==> src/rtl/adder_pipe_if.sv <==
// Operand/result handshake bundle for adder_pipe.
// The slave modport is the adder side; master is the producer/consumer side.
interface adder_pipe_if #(
  parameter int unsigned W = 8
);
  logic         valid_i;
  logic         ready_o;
  logic [W-1:0] a_i;
  logic [W-1:0] b_i;
  logic [1:0]   mode_i;
  logic         acc_clr_i;
  logic [W-1:0] sum_o;
  logic         ovf_o;
  logic         is_odd_o;
  logic         valid_o;
  logic         ready_i;

  modport slave (
    input  valid_i, a_i, b_i, mode_i, acc_clr_i, ready_i,
    output ready_o, sum_o, ovf_o, is_odd_o, valid_o
  );

  modport master (
    output valid_i, a_i, b_i, mode_i, acc_clr_i, ready_i,
    input  ready_o, sum_o, ovf_o, is_odd_o, valid_o
  );
endinterface

==> src/rtl/adder_pipe.sv <==
// Pipelined adder with wrap/saturate/subtract/accumulate modes and a global-stall
// valid/ready pipeline of LAT register stages.
module adder_pipe #(
  parameter int unsigned W   = 8,
  parameter int unsigned LAT = 2
) (
  input logic        clk,
  input logic        rst_n,
  adder_pipe_if.slave bus
);

  logic         adv;
  logic         xfer;
  logic [W-1:0] acc_q;
  logic [W-1:0] acc_base;
  logic [W:0]   add_s;
  logic [W:0]   sub_s;
  logic [W:0]   acc_s;
  logic [W-1:0] res_sum;
  logic         res_ovf;

  logic [W-1:0] sum_q [LAT];
  logic         ovf_q [LAT];
  logic         vld_q [LAT];

  assign adv         = bus.ready_i | ~vld_q[LAT-1];
  assign xfer        = bus.valid_i & adv;
  assign bus.ready_o = adv;

  // A coincident clear makes the accumulate start from zero.
  assign acc_base = bus.acc_clr_i ? '0 : acc_q;
  assign add_s    = {1'b0, bus.a_i} + {1'b0, bus.b_i};
  assign sub_s    = {1'b0, bus.a_i} - {1'b0, bus.b_i};
  assign acc_s    = {1'b0, acc_base} + {1'b0, bus.a_i};

  always_comb begin
    res_sum = add_s[W-1:0];
    res_ovf = add_s[W];
    unique case (bus.mode_i)
      2'b00: begin
        res_sum = add_s[W-1:0];
        res_ovf = add_s[W];
      end
      2'b01: begin
        res_sum = add_s[W] ? '1 : add_s[W-1:0];
        res_ovf = add_s[W];
      end
      2'b10: begin
        res_sum = sub_s[W-1:0];
        res_ovf = sub_s[W];
      end
      2'b11: begin
        res_sum = acc_s[W-1:0];
        res_ovf = acc_s[W];
      end
    endcase
  end

  always_ff @(posedge clk or negedge rst_n) begin
    if (!rst_n) begin
      acc_q <= '0;
    end else if (xfer && bus.mode_i == 2'b11) begin
      acc_q <= acc_s[W-1:0];
    end else if (bus.acc_clr_i) begin
      acc_q <= '0;
    end
  end

  // Data only moves with a valid beat so outputs hold the last result across bubbles.
  always_ff @(posedge clk or negedge rst_n) begin
    if (!rst_n) begin
      for (int i = 0; i < LAT; i++) begin
        sum_q[i] <= '0;
        ovf_q[i] <= 1'b0;
        vld_q[i] <= 1'b0;
      end
    end else if (adv) begin
      vld_q[0] <= xfer;
      if (xfer) begin
        sum_q[0] <= res_sum;
        ovf_q[0] <= res_ovf;
      end
      for (int i = 1; i < LAT; i++) begin
        vld_q[i] <= vld_q[i-1];
        if (vld_q[i-1]) begin
          sum_q[i] <= sum_q[i-1];
          ovf_q[i] <= ovf_q[i-1];
        end
      end
    end
  end

  assign bus.sum_o    = sum_q[LAT-1];
  assign bus.ovf_o    = ovf_q[LAT-1];
  assign bus.is_odd_o = sum_q[LAT-1][0];
  assign bus.valid_o  = vld_q[LAT-1];

endmodule

==> src/flat_wrapper.sv <==
// flat-port wrapper written by rule: the top's interface ports become plain ports
module adder_pipe_flat 
#(
  parameter int unsigned W   = 8,
  parameter int unsigned LAT = 2
)
  (clk, rst_n, bus_valid_i, bus_a_i, bus_b_i, bus_mode_i, bus_acc_clr_i, bus_ready_i, bus_ready_o, bus_sum_o, bus_ovf_o, bus_is_odd_o, bus_valid_o);
  adder_pipe_if #(.W(W)) bus_i ();
  input logic clk;
  input logic rst_n;
  input wire logic [$bits(bus_i.valid_i)-1:0] bus_valid_i;
  input wire logic [$bits(bus_i.a_i)-1:0] bus_a_i;
  input wire logic [$bits(bus_i.b_i)-1:0] bus_b_i;
  input wire logic [$bits(bus_i.mode_i)-1:0] bus_mode_i;
  input wire logic [$bits(bus_i.acc_clr_i)-1:0] bus_acc_clr_i;
  input wire logic [$bits(bus_i.ready_i)-1:0] bus_ready_i;
  output wire logic [$bits(bus_i.ready_o)-1:0] bus_ready_o;
  output wire logic [$bits(bus_i.sum_o)-1:0] bus_sum_o;
  output wire logic [$bits(bus_i.ovf_o)-1:0] bus_ovf_o;
  output wire logic [$bits(bus_i.is_odd_o)-1:0] bus_is_odd_o;
  output wire logic [$bits(bus_i.valid_o)-1:0] bus_valid_o;
  assign bus_i.valid_i = bus_valid_i;
  assign bus_i.a_i = bus_a_i;
  assign bus_i.b_i = bus_b_i;
  assign bus_i.mode_i = bus_mode_i;
  assign bus_i.acc_clr_i = bus_acc_clr_i;
  assign bus_i.ready_i = bus_ready_i;
  assign bus_ready_o = bus_i.ready_o;
  assign bus_sum_o = bus_i.sum_o;
  assign bus_ovf_o = bus_i.ovf_o;
  assign bus_is_odd_o = bus_i.is_odd_o;
  assign bus_valid_o = bus_i.valid_o;
  adder_pipe #(.W(W), .LAT(LAT)) u_core (.clk(clk), .rst_n(rst_n), .bus(bus_i));
endmodule
==> config.mk <==
export PLATFORM = sky130hd
export DESIGN_NAME = adder_pipe_flat
export DESIGN_NICKNAME = d
export VERILOG_FILES = /design/src/rtl/adder_pipe_if.sv /design/src/rtl/adder_pipe.sv /design/src/flat_wrapper.sv
export SDC_FILE = /design/constraint.sdc
export NUM_CORES = 1
export LEC_CHECK = 0
export CAP_MARGIN = 20
export CELL_PAD_IN_SITES_DETAIL_PLACEMENT = 0
export CELL_PAD_IN_SITES_GLOBAL_PLACEMENT = 1
export CORE_MARGIN = 3
export CORE_UTILIZATION = 38
export CTS_CLUSTER_SIZE = 8
export DETAILED_ROUTE_END_ITERATION = 10
export PLACE_DENSITY = 0.74
export SYNTH_ARGS = -nofsm -noshare
export SYNTH_HDL_FRONTEND = slang
export SYNTH_SLANG_ARGS = --single-unit
==> constraint.sdc <==
create_clock -name clk -period 2.2 [get_ports clk]
set_clock_uncertainty 0.15 [all_clocks]
set_input_delay 0.44 -clock clk [delete_from_list [all_inputs] [get_ports clk]]
set_output_delay 0.44 -clock clk [all_outputs]
set_load 0.02 [all_outputs]
## After elaboration in Yosys (flattened, before gate mapping)

Index checks and enable logic that the tools add are counted.

| operators by class | value |
|---|---|
| add/sub/neg operators | 3 |
| equal/unequal tests | 3 |
| muxes and demuxes | 5 |
| bitwise logic cells | 3 |
| reduce and logical (&&, ||, !) cells | 5 |

Operators with widths:

| operator | count |
|---|---|
| $pmux W8 S4 | 1 |
| $mux W8 | 3 |
| $add A8 B8 Y9 | 2 |
| $sub A8 B8 Y9 | 1 |
| $eq A2 B2 Y1 const B | 2 |
| $reduce_and A2 Y1 | 2 |
| $pmux W1 S3 | 1 |
| $eq A2 B1 Y1 const B | 1 |
| $logic_not A2 Y1 | 1 |
| $reduce_or A2 Y1 | 1 |
| $and A1 B1 Y1 | 1 |
| $logic_and A1 B1 Y1 | 1 |
| $not A1 Y1 | 1 |
| $or A1 B1 Y1 | 1 |

| word-level totals | value |
|---|---|
| bits in registers | 28 |
| input bits | 23 |
| logic and storage cells | 26 |

## Logic depth before layout (Yosys ltp)

| logic depth | value |
|---|---|
| depth after elaboration | 5 |
| mapped depth | 9 |
| depth with buffers taken out | 9 |

## Worst setup path after synthesis

Ideal clock, no wire load.

| path | value |
|---|---|
| path type | input port to flip-flop |
| start | in bus_b_i[0] |
| end | reg u_core.sum_q[9] (netlist name) |
| setup time | 0.064 ns |
| arrival | 2.156 ns |
| required time | 1.986 ns |
| slack | -0.170 ns |
| cell stages on the path | 9 |
| path buffers | 0 |
| cells stage by stage | ha_1 -> inv_1 -> fa_1 -> nor2_4 -> o311ai_4 -> a2111oi_4 -> a211oi_4 -> a221oi_1 -> a21o_1 |

| on the way | value |
|---|---|
| longest elaborated chain between the ends | 3 |
| elaborated cells on any way between the ends | 4 |
| classes of those cells | 2 x add/sub; 2 x mux |

Ends and longest elaborated chain:

| what | line | source |
|---|---|---|
| from (decl) | flat_wrapper.sv:13 | `input wire logic [$bits(bus_i.b_i)-1:0] bus_b_i;` |
| $add A8 B8 Y9 | adder_pipe.sv:32 | `assign add_s = {1'b0, bus.a_i} + {1'b0, bus.b_i};` |
| $mux W8 | adder_pipe.sv:45 | `res_sum = add_s[W] ? '1 : add_s[W-1:0];` |
| $pmux W8 S4 * | adder_pipe.sv:39 | `unique case (bus.mode_i)` |
| to (signal, indexed assignment) | adder_pipe.sv:86 | `sum_q[i] <= sum_q[i-1];` |
| to (decl) | adder_pipe.sv:22 | `logic [W-1:0] sum_q [LAT];` |

Every way passes the cells marked *; elsewhere a longest branch is shown, timed or not.
A chain may end at the register's enable or synchronous reset.

## Worst setup path after layout

| path | value |
|---|---|
| start | reg u_core.acc_q[0] |
| end | reg u_core.sum_q[14] (netlist name) |

| on the way | value |
|---|---|
| longest elaborated chain between the ends | 3 |

Ends and longest elaborated chain:

| what | line | source |
|---|---|---|
| from (decl) | adder_pipe.sv:14 | `logic [W-1:0] acc_q;` |
| from (signal assigned) | adder_pipe.sv:63 | `acc_q <= acc_s[W-1:0];` |
| $mux W8 | - |  |
| $add A8 B8 Y9 | adder_pipe.sv:34 | `assign acc_s = {1'b0, acc_base} + {1'b0, bus.a_i};` |
| $pmux W8 S4 | adder_pipe.sv:39 |  |

Every way passes these cells.

==> summary.txt <==
Power
  • Pleak: around 1.7 nW
  • Clock power share: a little under a fifth
  • Int Pwr: approximately 1.4 mW
  • Power per Cell Area: 565 nW/um^2
  • Comb power frac: slightly below 50%
  • Sw Pwr: between 0.7 and 0.8 mW
  • Sw Ratio: 33.2%
  • Sequential power share: around a third
  • Worst VDD drop: between 0.4 and 0.5 mV

STA
  • Max-slew violation count: 0
  • Final min period: between 2 and 2.5 ns
  • Least-Margin Pin Slew: 0.382 ns
  • Final period util: 107%
  • Fmax: around 0.42 GHz
  • Hold Vio Cnt, Final: 0
  • RSZ-0062 raised after global routing: yes
  • Final setup violation count: 5
  • Rel. slew slack: 74.5%
  • Final WS setup: -0.158 ns

Synthesis
  • Netlist cell types: 51
  • Syn nets: just over 300
  • Yosys warns: 0
  • FFs w/ async S/R, synth: 100%
  • FF+latch count, synth: 28
  • Netlist Area Pre-Place: 2370 um^2
  • Ys flop type: dfrtp_1
  • Post-synthesis sequential area ratio: between 20% and 30%
  • Syn Area/Cell: approximately 9.2 um^2
  • Post-synthesis cell count: 259
  • Post-synth EDFFs: 0

Route
  • Starting DRC count in detailed routing: 93
  • 1st-pass router iterations: 4
  • Drt total wl: between 6000 and 7000 um
  • DRC Markers: 0
  • Vias per cell: 5.18
  • WL/cell: between 15 and 20 um
  • ANT nets after route: 0
  • DR vias: 2300

Finish
  • Fin util: 63.2%
  • Non-Filler Instances: roughly 440
  • Share of cells above drive strength 1: a little under half
  • Nets: 420
  • Area delta synth->final: 59.6%
  • ANT cells: 0
  • Layout filler cell count: 512
  • Reg area: 701 um^2
  • Design area: approximately 3800 um^2
  • Area of the multi-input gates: around 1900 um^2
  • Leading cell type in the layout, fill and taps excluded: buf_4
  • Most frequent cells in the layout: buf_4 (85), dfrtp_1 (28), nand2_1 (21)

Flow run
  • Max_cap viols: 0

Floorplan
  • Chip Width: 85.0 um
  • Initial Utilization: 39.6%
  • Num ports: 35
  • Die area: approximately 7200 um^2
  • Total core area: about 6000 um^2
  • Standard-cell rows: 28
  • Die height: ~85 um

Worst setup path
  • CP required: about 2.2 ns
  • Startpoint types: flop
  • Critical Path Sink Type: flop
  • CP max FO: 2
  • Crit path kind: reg -> reg
  • Crit path DAT: approximately 2.4 ns

Place
  • Inst Count DP: approximately 430
  • Placed inst area: between 3000 and 4000 um^2
  • Gpl congestion: about 0.89
  • PortBufs: 34
  • DP Worst Slack: -0.885 ns
  • Final HPWL DP: about 5500 um

CTS
  • CTS Buf Count: 3
  • Clock transition at path regs: roughly 0.10 ns
  • Root buffer cell: clkbuf_8
  • Sink Count: 28
  • # hold bufs at CTS: 0
  • Clk buf depth: 2
  • CTS tree: done
  • Htree depth: 1
  • Worst skew pair latency: between 0.2 and 0.3 ns

Global routing
  • Initial antenna violation count: 0
  • Largest net degree at the start of global routing: 29
  • Total gr overflow: 0
  • Total GRT Usage: approximately a fifth
  • Vias in the first global route: roughly 2300
  • First-pass GRT wire length: ~11000 um

Hold path
  • Min-Delay Path Class: reg -> reg

Run status
  • Status: finished, violations left
  • Failing checks: negative setup slack
[Yosys cell counts (4+ instances only)]
| cell type | n | share of area (%) |
|---|---|---|
| dfrtp_1 | 28 | 30 |
| ha_1 | 24 | 13 |
| nand2_1 | 21 | 3.3 |
| inv_1 | 19 | 3.0 |
| o21ai_0 | 17 | 3.6 |
| a21oi_1 | 15 | 3.2 |
| mux2_2 | 13 | 6.2 |
| nor2_1 | 12 | 1.9 |
| nor2b_1 | 11 | 2.9 |
| buf_4 | 8 | 2.5 |
| xnor2_1 | 7 | 2.6 |
| nor3_1 | 6 | 1.3 |
| a211oi_1 | 5 | 1.6 |
| clkbuf_1 | 5 | 0.79 |
| nand2b_1 | 5 | 1.3 |
| a21o_1 | 4 | 1.3 |
| nand3_1 | 4 | 0.84 |
| o211ai_1 | 4 | 1.3 |
[critical path, cell delays in order (launching register included)]
cell,delay [ns]
dfrtp_1,0.38
nor2b_4,0.13
ha_4,0.16
fa_2,0.34
a211o_1,0.26
o211ai_1,0.14
a21oi_1,0.15
xnor2_1,0.20
a31oi_1,0.11
a32o_1,0.22
[registers in the layout, summed over array words and instances (netlist names)]
register / count
u_core.sum_q: 8
u_core.vld_q: 1
u_core.bus.valid_o: 1
u_core.acc_q: 8
u_core.ovf_q: 1
u_core.bus.ovf_o: 1
u_core.bus.sum_o: 8
[final cells by class]
| cell class | count | area share (%) |
|---|---|---|
| Clock inverter | 1 | 0.793 |
| Inverter | 19 | 1.88 |
| Clock buffer | 3 | 1.09 |
| Tap cell | 75 | 2.48 |
| Timing Repair Buffer | 121 | 26.0 |
| Sequential cell | 28 | 18.5 |
| Multi-Input combinational cell | 197 | 49.3 |
[kinds of logic after synthesis]
kind of cell,synth area share [%]
AOI/OAI and AO/OA,22.2
and+or+nand+nor,15.7
buffers and inverters,7.02
DFF,29.6
adders and majority gates,15.2
muxes,7.02
xor gates and xnor gates,3.32
[power groups by stage]
stage                     Sequential [mW]  Clock (mW)  Combinational [mW]
final                               0.696       0.405                1.04
after global placement              0.698           0               0.908
after CTS                           0.698       0.419               0.994
after floorplan                     0.708           0               0.555
after detailed placement            0.709           0               0.924
after global routing                0.712       0.435                1.12
[routing by layer]
| layer | up-vias | GRT usage, % | wire, um |
|---|---|---|---|
| met5 | - | 0 | 0 |
| met1 | 1109 | 25.4 | 3140 |
| met3 | 9 | 2.23 | 224 |
| met2 | 45 | 32.6 | 3360 |
| li1 | 1137 | - | - |
| met4 | 0 | 5.18 | 140 |
[final timing paths]
kind | from | endpoint | slack (ns) | cells past startpoint
hold / removal | u_core.vld_q[1] | u_core.bus.valid_o | 0.32 | 2
setup / recovery | u_core.acc_q[0] | u_core.sum_q[14] | -0.16 | 9
setup reg to reg | u_core.acc_q[0] | u_core.sum_q[14] | -0.16 | 9
max in group asynchronous | rst_n | u_core.sum_q[14] | 1.23 | 2
min in group asynchronous | rst_n | u_core.bus.sum_o[6] | 0.39 | 2
hold reg to reg | u_core.vld_q[1] | u_core.bus.valid_o | 0.32 | 2
[stage by stage]
step           power, mW  hold slack [ns]  TNS, ns
2_1_floorplan       1.26         -0.00559   -0.139
3_3_place_gp        1.61            0.306   -10.76
3_5_place_dp        1.63            0.315   -10.97
4_1_cts             2.11            0.334   -0.261
5_1_grt             2.27            0.368   -0.782
6_report            2.14            0.324   -0.326
[what timing repair did]
action	in CTS	in global routing
gates resized for setup	80	33
pin swaps	28	19
setup endpoints to repair	16	11
setup buffers	14	3
Power figures use the tool's default switching activity.
